===== src/rtl/fir_mon_pkg.sv =====
// Shared types, width helpers and default parameters for the FIR output monitor.
// No logic; imported by the monitor RTL and the FIR bench.
package fir_mon_pkg;

    typedef enum logic [1:0] {
        IDLE    = 2'd0,
        SETTLE  = 2'd1,
        MEASURE = 2'd2,
        REPORT  = 2'd3
    } fir_mon_state_t;

    localparam int FIR_MON_DATA_W         = 32;
    localparam int FIR_MON_SETTLE_SAMPLES = 32;
    localparam int FIR_MON_WINDOW         = 256;
    localparam int FIR_MON_ZC_W           = 16;
    localparam int FIR_MON_HYST           = 64;

    // Counter width able to hold 0..n; never narrower than one bit.
    function automatic int cnt_w(input int n);
        return (n < 1) ? 1 : $clog2(n + 1);
    endfunction

endpackage


===== src/rtl/fir_mon_zc_detector.sv =====
// Sign-change detector: combinational crossing strobe on the same cycle as the sample, reference held in a register.
// MON_HYST_EN selects hysteresis around +/-HYST; otherwise a plain MSB sign change counts.
module fir_mon_zc_detector #(
    parameter int DATA_W = 32,
    parameter int HYST   = 64
) (
    input  logic                     clk,
    input  logic                     reset,
    input  logic signed [DATA_W-1:0] sample,
    input  logic                     valid,
    input  logic                     first,
    output logic                     crossing
);

    logic ref_neg;
    logic ref_neg_next;

`ifdef MON_HYST_EN
    localparam logic signed [DATA_W-1:0] POS_TH = DATA_W'(HYST);
    localparam logic signed [DATA_W-1:0] NEG_TH = DATA_W'(-HYST);

    always_comb begin
        crossing     = 1'b0;
        ref_neg_next = ref_neg;
        if (valid) begin
            if (first) begin
                ref_neg_next = sample[DATA_W-1];
            end else if (ref_neg && (sample > POS_TH)) begin
                crossing     = 1'b1;
                ref_neg_next = 1'b0;
            end else if (!ref_neg && (sample < NEG_TH)) begin
                crossing     = 1'b1;
                ref_neg_next = 1'b1;
            end
        end
    end
`else
    logic [DATA_W-1:0] unused_hyst;
    assign unused_hyst = DATA_W'(HYST);

    always_comb begin
        crossing     = 1'b0;
        ref_neg_next = ref_neg;
        if (valid) begin
            ref_neg_next = sample[DATA_W-1];
            if (!first) begin
                crossing = (sample[DATA_W-1] != ref_neg);
            end
        end
    end
`endif

    always_ff @(posedge clk) begin
        if (reset) begin
            ref_neg <= 1'b0;
        end else begin
            ref_neg <= ref_neg_next;
        end
    end

endmodule


===== src/rtl/fir_output_monitor.sv =====
// Measures max/min/peak-to-peak/zero crossings over a window after a settle period; results one cycle after the last sample.
// Results held in REPORT until res_valid && res_ready; samples arriving then are dropped and flagged.
module fir_output_monitor
    import fir_mon_pkg::*;
#(
    parameter int DATA_W         = FIR_MON_DATA_W,
    parameter int SETTLE_SAMPLES = FIR_MON_SETTLE_SAMPLES,
    parameter int WINDOW         = FIR_MON_WINDOW,
    parameter int ZC_W           = FIR_MON_ZC_W,
    parameter int HYST           = FIR_MON_HYST
) (
    input  logic                     clk,
    input  logic                     reset,
    input  logic                     start,
    input  logic                     sample_valid,
    input  logic signed [DATA_W-1:0] sample_data,
    output logic                     busy,
    output logic                     res_valid,
    input  logic                     res_ready,
    output logic signed [DATA_W-1:0] res_max,
    output logic signed [DATA_W-1:0] res_min,
    output logic [DATA_W:0]          res_p2p,
    output logic [ZC_W-1:0]          res_zc,
    output logic                     res_dropped
);

    localparam int SETTLE_W = cnt_w(SETTLE_SAMPLES);
    localparam int WIN_W    = cnt_w(WINDOW);
    localparam fir_mon_state_t RUN_STATE = (SETTLE_SAMPLES == 0) ? MEASURE : SETTLE;

    fir_mon_state_t state, state_next;

    logic [SETTLE_W-1:0]      settle_cnt;
    logic [WIN_W-1:0]         win_cnt;
    logic signed [DATA_W-1:0] cur_max, cur_min, max_next, min_next;
    logic [ZC_W-1:0]          zc_cnt, zc_next;
    logic handshake, accept_start, meas_vld, first, crossing;
    logic settle_last, win_last;

    assign handshake    = (state == REPORT) && res_ready;
    assign accept_start = start && ((state == IDLE) || handshake);
    assign meas_vld     = (state == MEASURE) && sample_valid;
    assign first        = (win_cnt == '0);
    assign settle_last  = (settle_cnt == SETTLE_W'(SETTLE_SAMPLES - 1));
    assign win_last     = (win_cnt == WIN_W'(WINDOW - 1));
    assign busy         = (state != IDLE);
    assign res_valid    = (state == REPORT);

    fir_mon_zc_detector #(
        .DATA_W (DATA_W),
        .HYST   (HYST)
    ) u_zc (
        .clk      (clk),
        .reset    (reset),
        .sample   (sample_data),
        .valid    (meas_vld),
        .first    (first),
        .crossing (crossing)
    );

    always_comb begin
        state_next = state;
        case (state)
            IDLE:    if (accept_start) state_next = RUN_STATE;
            SETTLE:  if (sample_valid && settle_last) state_next = MEASURE;
            MEASURE: if (meas_vld && win_last) state_next = REPORT;
            REPORT:  if (handshake) state_next = accept_start ? RUN_STATE : IDLE;
            default: state_next = IDLE;
        endcase
    end

    always_comb begin
        max_next = cur_max;
        min_next = cur_min;
        zc_next  = zc_cnt;
        if (meas_vld) begin
            if (first) begin
                max_next = sample_data;
                min_next = sample_data;
                zc_next  = '0;
            end else begin
                if (sample_data > cur_max) max_next = sample_data;
                if (sample_data < cur_min) min_next = sample_data;
                // Saturate rather than wrap so a noisy window never reads as quiet.
                if (crossing && (zc_cnt != '1)) zc_next = zc_cnt + ZC_W'(1);
            end
        end
    end

    always_ff @(posedge clk) begin
        if (reset) begin
            state       <= IDLE;
            settle_cnt  <= '0;
            win_cnt     <= '0;
            cur_max     <= '0;
            cur_min     <= '0;
            zc_cnt      <= '0;
            res_max     <= '0;
            res_min     <= '0;
            res_p2p     <= '0;
            res_zc      <= '0;
            res_dropped <= 1'b0;
        end else begin
            state   <= state_next;
            cur_max <= max_next;
            cur_min <= min_next;
            zc_cnt  <= zc_next;
            if (accept_start) begin
                settle_cnt  <= '0;
                win_cnt     <= '0;
                res_dropped <= 1'b0;
            end else begin
                if ((state == SETTLE) && sample_valid)
                    settle_cnt <= settle_last ? '0 : settle_cnt + SETTLE_W'(1);
                if (meas_vld)
                    win_cnt <= win_last ? '0 : win_cnt + WIN_W'(1);
                if ((state == REPORT) && sample_valid)
                    res_dropped <= 1'b1;
            end
            if (meas_vld && win_last) begin
                res_max <= max_next;
                res_min <= min_next;
                // Sign-extend by one bit so max - min cannot overflow.
                res_p2p <= {max_next[DATA_W-1], max_next} - {min_next[DATA_W-1], min_next};
                res_zc  <= zc_next;
            end
        end
    end

endmodule


===== config.mk =====
export PLATFORM = sky130hd
export DESIGN_NAME = fir_output_monitor
export DESIGN_NICKNAME = d
export VERILOG_FILES = /design/src/rtl/fir_mon_pkg.sv /design/src/rtl/fir_mon_zc_detector.sv /design/src/rtl/fir_output_monitor.sv
export SDC_FILE = /design/constraint.sdc
export NUM_CORES = 1
export LEC_CHECK = 0
export ABC_AREA = 1
export CAP_MARGIN = 20
export CORE_MARGIN = 8
export CORE_UTILIZATION = 58
export DETAILED_ROUTE_END_ITERATION = 12
export PLACE_DENSITY = 0.83
export SETUP_SLACK_MARGIN = 0.15
export SYNTH_ARGS = -nofsm -noshare
export SYNTH_HDL_FRONTEND = slang
export SYNTH_SLANG_ARGS = --single-unit
export TNS_END_PERCENT = 5

===== constraint.sdc =====
create_clock -name clk -period 6.8 [get_ports clk]
set_input_delay 0.68 -clock clk [delete_from_list [all_inputs] [get_ports clk]]
set_output_delay 0.68 -clock clk [all_outputs]
set_load 0.03 [all_outputs]

# == Word level (Yosys, flattened, before mapping) ==
# Cells that the tools add are included.
# Widths: inputs -> output; s select.
# classes
n_addsub,4
order_cmp,2
n_eq_ne,11
mux,19
reduce_logical,14
# op_table
op,n
$mux 32,6
$mux 16,3
$sub 32x32->33,1
$gt 32x32->1,1
$lt 32x32->1,1
$add 16x1->16 const B,1
$ne 16x16->1 const B,1
$add 9x1->9 const B,1
$eq 9x8->1 const B,1
$logic_not 9->1,1
$mux 9,1
$logic_and 1x1->1,8
$mux 2,4
$pmux 2 s4,1
$add 6x1->6 const B,1
$eq 6x5->1 const B,1
$mux 6,1
$eq 2x2->1 const B,2
$ne 2x1->1 const B,2
$ne 2x2->1 const B,2
$reduce_and 4->1,1
$mux 1,3
$eq 2x1->1 const B,1
$logic_not 2->1,1
other kinds (4),4
# totals
regBits,212
out_inout_bits,116

# == Longest topological paths before layout ==
# Gate-level depths: netlist of run 1.
# depth
depth_word,7
depth_mapped,33
ltp_nobuf,33

# == Hierarchy ==
# From an unflattened synthesis of run 1, not the netlist that was laid out.
# unflattened
hier_cells,1801
hier_area_um2,12697.2
# modules_own_cells
mod,n_inst,cells_each,area_per_inst_um2
fir_output_monitor,1,1791,12637.1
fir_mon_zc_detector,1,10,60.1

# == Worst setup path after synthesis of run 1 ==
# No wires, ideal clock.
# synth_path
path_type,input to register
startpoint,in sample_data[5]
endpoint,reg res_p2p[26]
setup_ns,0.113
t_arrival_ns,3.756
setup_slack_ns,2.930
stages,28
path_cell_list,ha_1 -> a21oi_1 -> nor2_1 -> nor3_1 -> nand2_1 -> nand2_1 -> nand2_1 -> nand2_1 -> nand2_1 -> nand2_1 -> nand2_4 -> nand2_4 -> buf_6 -> nand2_1 -> nand2_1 -> ha_1 -> inv_1 -> fa_1 -> nand3_1 -> nand2_1 -> a21boi_2 -> o21ai_0 -> a21oi_1 -> o21ai_0 -> nand2_1 -> nand2_1 -> o21ai_1 -> inv_1
# synth_between
elab_chain_cells,5
elab_cells_between_ends,9
cone_classes,1 x add/sub; 2 x order compare; 6 x mux
# synth_rtl
item,line_no,source
from (decl),fir_output_monitor.sv:16,"input logic signed [DATA_W-1:0] sample_data,"
$lt 32x32->1,fir_output_monitor.sv:83,if (sample_data < cur_min) min_next = sample_data;
$mux 32,fir_output_monitor.sv:83,
$mux 32,fir_output_monitor.sv:77,if (first) begin
$mux 32,fir_output_monitor.sv:76,if (meas_vld) begin
net min_next[0],fir_output_monitor.sv:35,"logic signed [DATA_W-1:0] cur_max, cur_min, max_next, min_next;"
$sub 32x32->33,fir_output_monitor.sv:124,"res_p2p <= {max_next[DATA_W-1], max_next} - {min_next[DATA_W-1], min_next};"
to (signal assigned),fir_output_monitor.sv:124,
to (decl),fir_output_monitor.sv:22,"output logic [DATA_W:0] res_p2p,"
# The timed path passes the listed nets, and every way through them passes these cells.
# A chain may end at the register's enable or synchronous reset.

# == Worst setup path after layout of run 1 ==
# layout_path
startpoint,in sample_data[31]
endpoint,reg res_p2p[26]
# layout_between
elab_chain_cells,5
elab_cells_between_ends,9
cone_classes,1 x add/sub; 2 x order compare; 6 x mux
# layout_rtl
item,line_no
$gt 32x32->1 / $lt 32x32->1 (equally long branches),"fir_output_monitor.sv:82, fir_output_monitor.sv:83"
$mux 32 (on tied branches),"fir_output_monitor.sv:82, fir_output_monitor.sv:83"
$mux 32,fir_output_monitor.sv:77
$mux 32,fir_output_monitor.sv:76
$sub 32x32->33 *,fir_output_monitor.sv:124
# Every way passes the cells marked *; elsewhere a longest branch is shown, timed or not.

==> results of run 1 <==
## worst register-to-register path, delay by kind of cell, from the launching register on
family / cells / cell delay (ps)
compound gates: 5 / 1130
fa+ha+maj: 3 / 770
simple gates: 9 / 1600
flops: 1 / 410
buf+inv: 5 / 880
## worst max path at each step
| stage | start | to | slack [ps] | cells after the start |
|---|---|---|---|---|
| final | sample_data[31] | res_p2p[26]$_SDFFE_PP0P_ | 1500 | 25 |
| after CTS | sample_data[31] | res_p2p[26]$_SDFFE_PP0P_ | 1600 | 25 |
| after floorplan | sample_data[5] | res_p2p[26]$_SDFFE_PP0P_ | 2930 | 28 |
| after global placement | sample_data[31] | res_p2p[26]$_SDFFE_PP0P_ | 1220 | 25 |
| after global routing | sample_data[31] | res_p2p[26]$_SDFFE_PP0P_ | 1170 | 25 |
| after detailed placement | sample_data[31] | res_p2p[26]$_SDFFE_PP0P_ | 1070 | 25 |
## registers in the layout (all words and copies together), names as in the netlist
| register | flops |
|---|---|
| res_dropped | 1 |
| zc_cnt | 16 |
| state | 2 |
| res_zc | 16 |
| res_p2p | 33 |
| res_max | 32 |
| u_zc.ref_neg | 1 |
| cur_max | 32 |
| res_min | 32 |
| cur_min | 32 |
| win_cnt | 9 |
| settle_cnt | 6 |
## cell type report
type,instances,area [sq um],area share
clock inverter,11,165,0.0110
sequential,212,4240,0.283
timing repair buffer,159,1580,0.105
tap,280,350,0.0234
clock buffer,30,632,0.0421
inverter,252,951,0.0634
multi-input combinational,1327,7090,0.472
## cell usage in the layout (no fill, tap or decap), drive strengths merged, types with 5 or more instances in the layout
master	synthesis	final
xor2	14	14
dfxtp	212	212
clkdlybuf4s50	0	151
nor4	8	8
a21boi	6	6
nand2	362	362
a21o	10	10
nand3	184	184
inv	252	254
buf	48	8
o21a	6	6
o21ai	86	86
clkbuf	21	30
o21bai	5	5
ha	104	104
and2	31	31
nor3	17	17
a21oi	140	140
xnor2	11	11
nor2	312	312
nand4	13	13
o211ai	5	5
## routing by layer
layer,global-route usage,wire (um),vias to the layer above
li1,-,-,6195
met1,0.313,15100,5700
met2,0.455,17200,337
met3,0.0504,2220,81
met4,0.0938,1070,0
met5,0,0,-
## cells by family after synthesis
family	count (synthesis)	share of synthesized area
compound gates	265	0.112
xor+xnor	25	0.0172
fa+ha+maj	105	0.104
buf+inv	321	0.109
flops	212	0.334
simple gates	932	0.324
## where the power goes
group | total, uW | switching [uW] | leakage, uW | internal (uW)
registers | 1340 | 34.5 | 0.00171 | 1300
logic | 2240 | 1470 | 0.00479 | 773
clock network | 1330 | 519 | 0.000391 | 809
total | 4910 | 2020 | 0.00689 | 2880
## metrics by stage
step | std cells | util | setup slack [ps] | hold WS (ps) | power [uW]
after detailed placement | 2230 | 0.655 | 1070 | 444 | 3550
after floorplan | 1860 | - | 2930 | 422 | 3020
after global placement | 2230 | 0.655 | 1220 | 443 | 3530
after CTS | 2271 | 0.692 | 1600 | 453 | 4890
final | 2271 | 0.692 | 1500 | 466 | 4910
after global routing | 2271 | 0.692 | 1170 | 474 | 5260
==> impl_metrics.toml, run 1 <==
[cts]
cts.htree.levels = 1
cts-root-to-sink-buffers = 3
post_cts.resized_instances = 0
clk_root_buffer_cell = "sky130_fd_sc_hd__clkbuf_16"
worst_skew_pair.late_latency_ps = 520
cts_inserted_buffers = 23
holdBufCountCts = 0
path_clk_slew_ps = 60
postCtsSetupRepairBufs = 0
tritoncts = "built"
clkSinkCount = 212

[worst_setup_path]
critPathSlowestCell = "sky130_fd_sc_hd__clkdlybuf4s50_1"
worstReg2RegStart = "state[0]$_SDFFE_PP0P_"
cp_top_family = "simple AND/OR/NAND/NOR gates"
path_class = "in2reg"
cp_most_frequent_cell = "sky130_fd_sc_hd__nand2_1"
r2r.worst_path.cells = 22
worst_path_required_time_ps = 7210
timing.critical_path.to_type = "register"
timing.critical_path.slowest_cell_delay_ps = 570
rrSetupSlack_ps = 1930
critPathLaunchType = "primary input"
cp.buffers_inverters = 4
worst_ep_arrival_time_ps = 5720
reg2reg_to = "res_p2p[26]$_SDFFE_PP0P_"
maximum_fanout_along_the_worst_path = 32

[global_route]
grt-ovfl-total = 0
grt_pass1_wl_um = 58000
grt_pass1_vias = 12009
gr-usage-all-layers = 0.261
grt_antenna_before_repair = 0
grt_max_degree = 132

[place]
io_buffers = 152
dp_area_sq_um = 14200
weighted_congestion_at_the_end_of_routability_driven_global_placement = 0.910
dp_hpwl_um = 25900

[routing]
detail_route.iter0.violations = 953
antenna_left = 0
first_pass_iters = 6
route.final.wire_length_um = 35600
route.detailed.vias_per_inst = 5.42
via_count_of_the_routed_design = 12313
drt-wirelength-per-cell_um = 15.7
route.detailed.drc = 0

[logic_synthesis]
netlist_area_pre_place_sq_um = 12700
postSynthNetCount = 2002
yosys-top-cells-area = "sky130_fd_sc_hd__dfxtp_1 33%, sky130_fd_sc_hd__nand2_1 10%, sky130_fd_sc_hd__ha_1 10%"
synth_cell_types = 45
synth-seq-area-share = 0.334
synth_commonest_cells = "348 x sky130_fd_sc_hd__nand2_1, 281 x sky130_fd_sc_hd__nor2_1, 248 x sky130_fd_sc_hd__inv_1"
leading_area_contributor_after_synthesis = "sky130_fd_sc_hd__dfxtp_1"
netlist.area_leader.share = 0.334
synth.ff_latch_count = 212
synthesized_netlist_cell_count = 1860
yosys_warnings = 0
number_of_enable_type_register_cells_in_the_synthesized_netlist = 0
synth_async_sr_flop_share = 0
synthMostInstantiatedCell = "sky130_fd_sc_hd__nand2_1"
synth_top_flop_cell = "sky130_fd_sc_hd__dfxtp_1"
post_synth.cell_area_avg_sq_um = 6.84

[die]
floorplan.die.width_um = 164
die_h_um = 164
ios = 153
core_area_sq_um = 21700
die-area_sq_um = 26900
initial_utilization = 0.586
floorplan.rows = 54

[worst_hold_path]
min_delay_path_depth = 1
hold_start = "settle_cnt[5]$_SDFFE_PP0P_"
hold_class = "reg2reg"
hold_path_end = "settle_cnt[5]$_SDFFE_PP0P_"

[flow_run]
maxCapViolations = 0

[sta]
hold_violations = 0
transition_time_at_the_pin_with_the_least_slew_margin_ps = 962
final_period_minus_worst_setup_slack_ps = 5300
unrepaired_setup_endpoints_after_global_routing = "no"
timing_max_transition_violations_final = 0
setup_violations = 0
min_period_over_period = 0.779
timing.slew.headroom = 0.359
setup_tns_ps = 0
fin_skew_ps = 27.2
max_frequency_mhz = 189

[power_and_ir_drop]
p_leak_uw = 0.00689
powerDensity_nw_per_um2 = 327
irDropWorstVdd_mv = 0.294

[cells_and_area]
nNetsFinal = 2117
final_area_sq_um = 15000
post_route_cells_drive_above_1_share = 0.0648
diodes = 0
area_delta_synth_final_pct = 18.0
filler_cell_count = 1855

[outcome]
status = "finished, final reports clean"
(Power assumes the default switching activity.)
==> run 2, diff against run 1 <==
--- a/config.mk
+++ b/config.mk
@@ -8,9 +8,9 @@
 export ABC_AREA = 1
 export CAP_MARGIN = 20
 export CORE_MARGIN = 8
-export CORE_UTILIZATION = 58
+export CORE_UTILIZATION = 57
 export DETAILED_ROUTE_END_ITERATION = 12
-export PLACE_DENSITY = 0.83
+export PLACE_DENSITY = 0.81
 export SETUP_SLACK_MARGIN = 0.15
 export SYNTH_ARGS = -nofsm -noshare
 export SYNTH_HDL_FRONTEND = slang
==> constraint.sdc (replaced) <==
create_clock -name clk -period 4.91 [get_ports clk]
set_input_delay 0.491 -clock clk [delete_from_list [all_inputs] [get_ports clk]]
set_output_delay 0.491 -clock clk [all_outputs]
set_load 0.03 [all_outputs]
==> run 2 against run 1 <==
First-iteration DRC count grew 34%. Via count grew 1.6%. Die area grew 1.6%. Sequential share of layout area shrank 0.42 points.
==> impl_metrics.toml, run 2 (same netlist as run 1, synthesis figures left out) <==
[routing]
via_count_of_the_routed_design = 12516
route.final.wire_length_um = 36900
detail_route.iter0.violations = 1275
drt-wirelength-per-cell_um = 16.1
antenna_left = 0
route.detailed.vias_per_inst = 5.45
route.detailed.drc = 0
first_pass_iters = 6

[cells_and_area]
area_delta_synth_final_pct = 19.7
final_area_sq_um = 15200
nNetsFinal = 2139
diodes = 0
post_route_cells_drive_above_1_share = 0.0764
final_common_cell = "sky130_fd_sc_hd__nand2_1"
instances_no_fill = 2295
final_cell_mix = "348 x sky130_fd_sc_hd__nand2_1, 281 x sky130_fd_sc_hd__nor2_1, 248 x sky130_fd_sc_hd__inv_1, 212 x sky130_fd_sc_hd__dfxtp_1, 183 x sky130_fd_sc_hd__nand3_1"
largest_register_ffs = 33
largest-register = "res_p2p"

[die]
die_h_um = 165
floorplan.rows = 54
die-area_sq_um = 27300
ios = 153
initial_utilization = 0.581
core_area_sq_um = 21900
floorplan.die.width_um = 165

[cts]
clkSinkCount = 212
cts_inserted_buffers = 25
tritoncts = "built"
path_clk_slew_ps = 60
worst_skew_pair.late_latency_ps = 540
clk_root_buffer_cell = "sky130_fd_sc_hd__clkbuf_16"
holdBufCountCts = 0
cts-root-to-sink-buffers = 3
cts.htree.levels = 1

[global_route]
grt_antenna_before_repair = 0
grt-ovfl-total = 0
grt_pass1_vias = 11887
gr-usage-all-layers = 0.265
grt_pass1_wl_um = 58900
grt_max_degree = 91

[sta]
timing.slew.headroom = 0.245
fin_skew_ps = 22.2
timing_max_transition_violations_final = 0
max_frequency_mhz = 225
finalHoldWorstSlack_ps = 287
hold_violations = 0
final_period_minus_worst_setup_slack_ps = 4450
min_period_over_period = 0.905
unrepaired_setup_endpoints_after_global_routing = "yes"
transition_time_at_the_pin_with_the_least_slew_margin_ps = 1130
setup_violations = 0
setup_tns_ps = 0

[worst_setup_path]
path_class = "in2reg"
worst_ep_arrival_time_ps = 4860
timing.critical_path.to_type = "register"
maximum_fanout_along_the_worst_path = 5
worst_path_required_time_ps = 5330
critPathLaunchType = "primary input"
r2r.worst_path.cells = 25

[place]
dp_hpwl_um = 27200
dp_cells = 2250
weighted_congestion_at_the_end_of_routability_driven_global_placement = 1.00
io_buffers = 152
dp_area_sq_um = 14400

[power_and_ir_drop]
p_seq_frac = 0.266
powerDensity_nw_per_um2 = 458
p_clk_frac = 0.266
irDropWorstVdd_mv = 0.292
p_leak_uw = 0.00702
p_comb_frac = 0.468
internal_power_uw = 4070
swShare = 0.416
switchingPower_uw = 2900

[outcome]
status = "finished, final reports clean"

[flow_run]
maxCapViolations = 0

[worst_hold_path]
hold_class = "in2reg"
min_delay_path_depth = 2
## run 2: power by group through the flow
stage | sequential (uW) | combinational [uW] | clock (uW)
6_report | 1860 | 3270 | 1850
5_1_grt | 1860 | 3680 | 1940
4_1_cts | 1850 | 3200 | 1880
3_5_place_dp | 1890 | 3170 | 0
3_3_place_gp | 1890 | 3140 | 0
2_1_floorplan | 1880 | 2310 | 0
## run 2: cell type report
cell class / instances / area (sq um)
Multi-Input combinational cell: 1327 / 7090
Clock inverter: 10 / 88.8
Inverter: 252 / 951
Clock buffer: 35 / 733
Tap cell: 280 / 350
Timing Repair Buffer: 179 / 1780
Fill cell: 1890 / 6660
Sequential cell: 212 / 4240
## run 2: per-stage QoR
step / util / power (uW) / setup WS, ps
after detailed placement: 0.658 / 5060 / 48.2
after global routing: 0.696 / 7480 / 85.9
after global placement: 0.658 / 5030 / 69.9
after CTS: 0.696 / 6930 / 561
after floorplan: - / 4190 / 1230
final: 0.696 / 6970 / 465
## run 2: critical path: stages
cell and delay [ps]:
sky130_fd_sc_hd__clkdlybuf4s50_1 510, sky130_fd_sc_hd__ha_1 350, sky130_fd_sc_hd__nand4_1 120, sky130_fd_sc_hd__nor3_1 400
sky130_fd_sc_hd__nand2_1 100, sky130_fd_sc_hd__nand2_1 110, sky130_fd_sc_hd__nand2_1 80, sky130_fd_sc_hd__nand2_1 80
sky130_fd_sc_hd__nand2_1 60, sky130_fd_sc_hd__nand2_1 70, sky130_fd_sc_hd__nand2_2 120, sky130_fd_sc_hd__buf_4 190
sky130_fd_sc_hd__nand3_1 120, sky130_fd_sc_hd__nand2_1 100, sky130_fd_sc_hd__ha_1 400, sky130_fd_sc_hd__nand2_1 110
sky130_fd_sc_hd__o21ai_0 190, sky130_fd_sc_hd__a21oi_1 90, sky130_fd_sc_hd__o21ai_0 490, sky130_fd_sc_hd__a21o_1 270
sky130_fd_sc_hd__nand2_1 90, sky130_fd_sc_hd__nand3_1 80, sky130_fd_sc_hd__nand3_1 100, sky130_fd_sc_hd__nand2_1 80
sky130_fd_sc_hd__inv_1 40
## run 2: final timing paths
check                        startpoint                         end  slack (ps)
min reg2reg  settle_cnt[5]$_SDFFE_PP0P_  settle_cnt[5]$_SDFFE_PP0P_         460
max                     sample_data[14]    res_p2p[31]$_SDFFE_PP0P_         460
max reg2reg      cur_max[11]$_SDFF_PP0_    res_p2p[31]$_SDFFE_PP0P_         570
min                               reset        zc_cnt[2]$_SDFF_PP0_         290
## run 2: metal layers
layer,wire length (um),up-vias,share of wire,track usage
li1,-,6254,-,-
met1,15100,5691,0.41,0.317
met2,17800,463,0.48,0.467
met3,2480,108,0.067,0.0399
met4,1570,0,0.043,0.106
met5,0,-,0,0
## run 2: timing repair
item | 4_1_cts | 5_1_grt
resized for setup | 0 | 1
buffers inserted | 0 | 0
setup endpoints to repair | 0 | 7
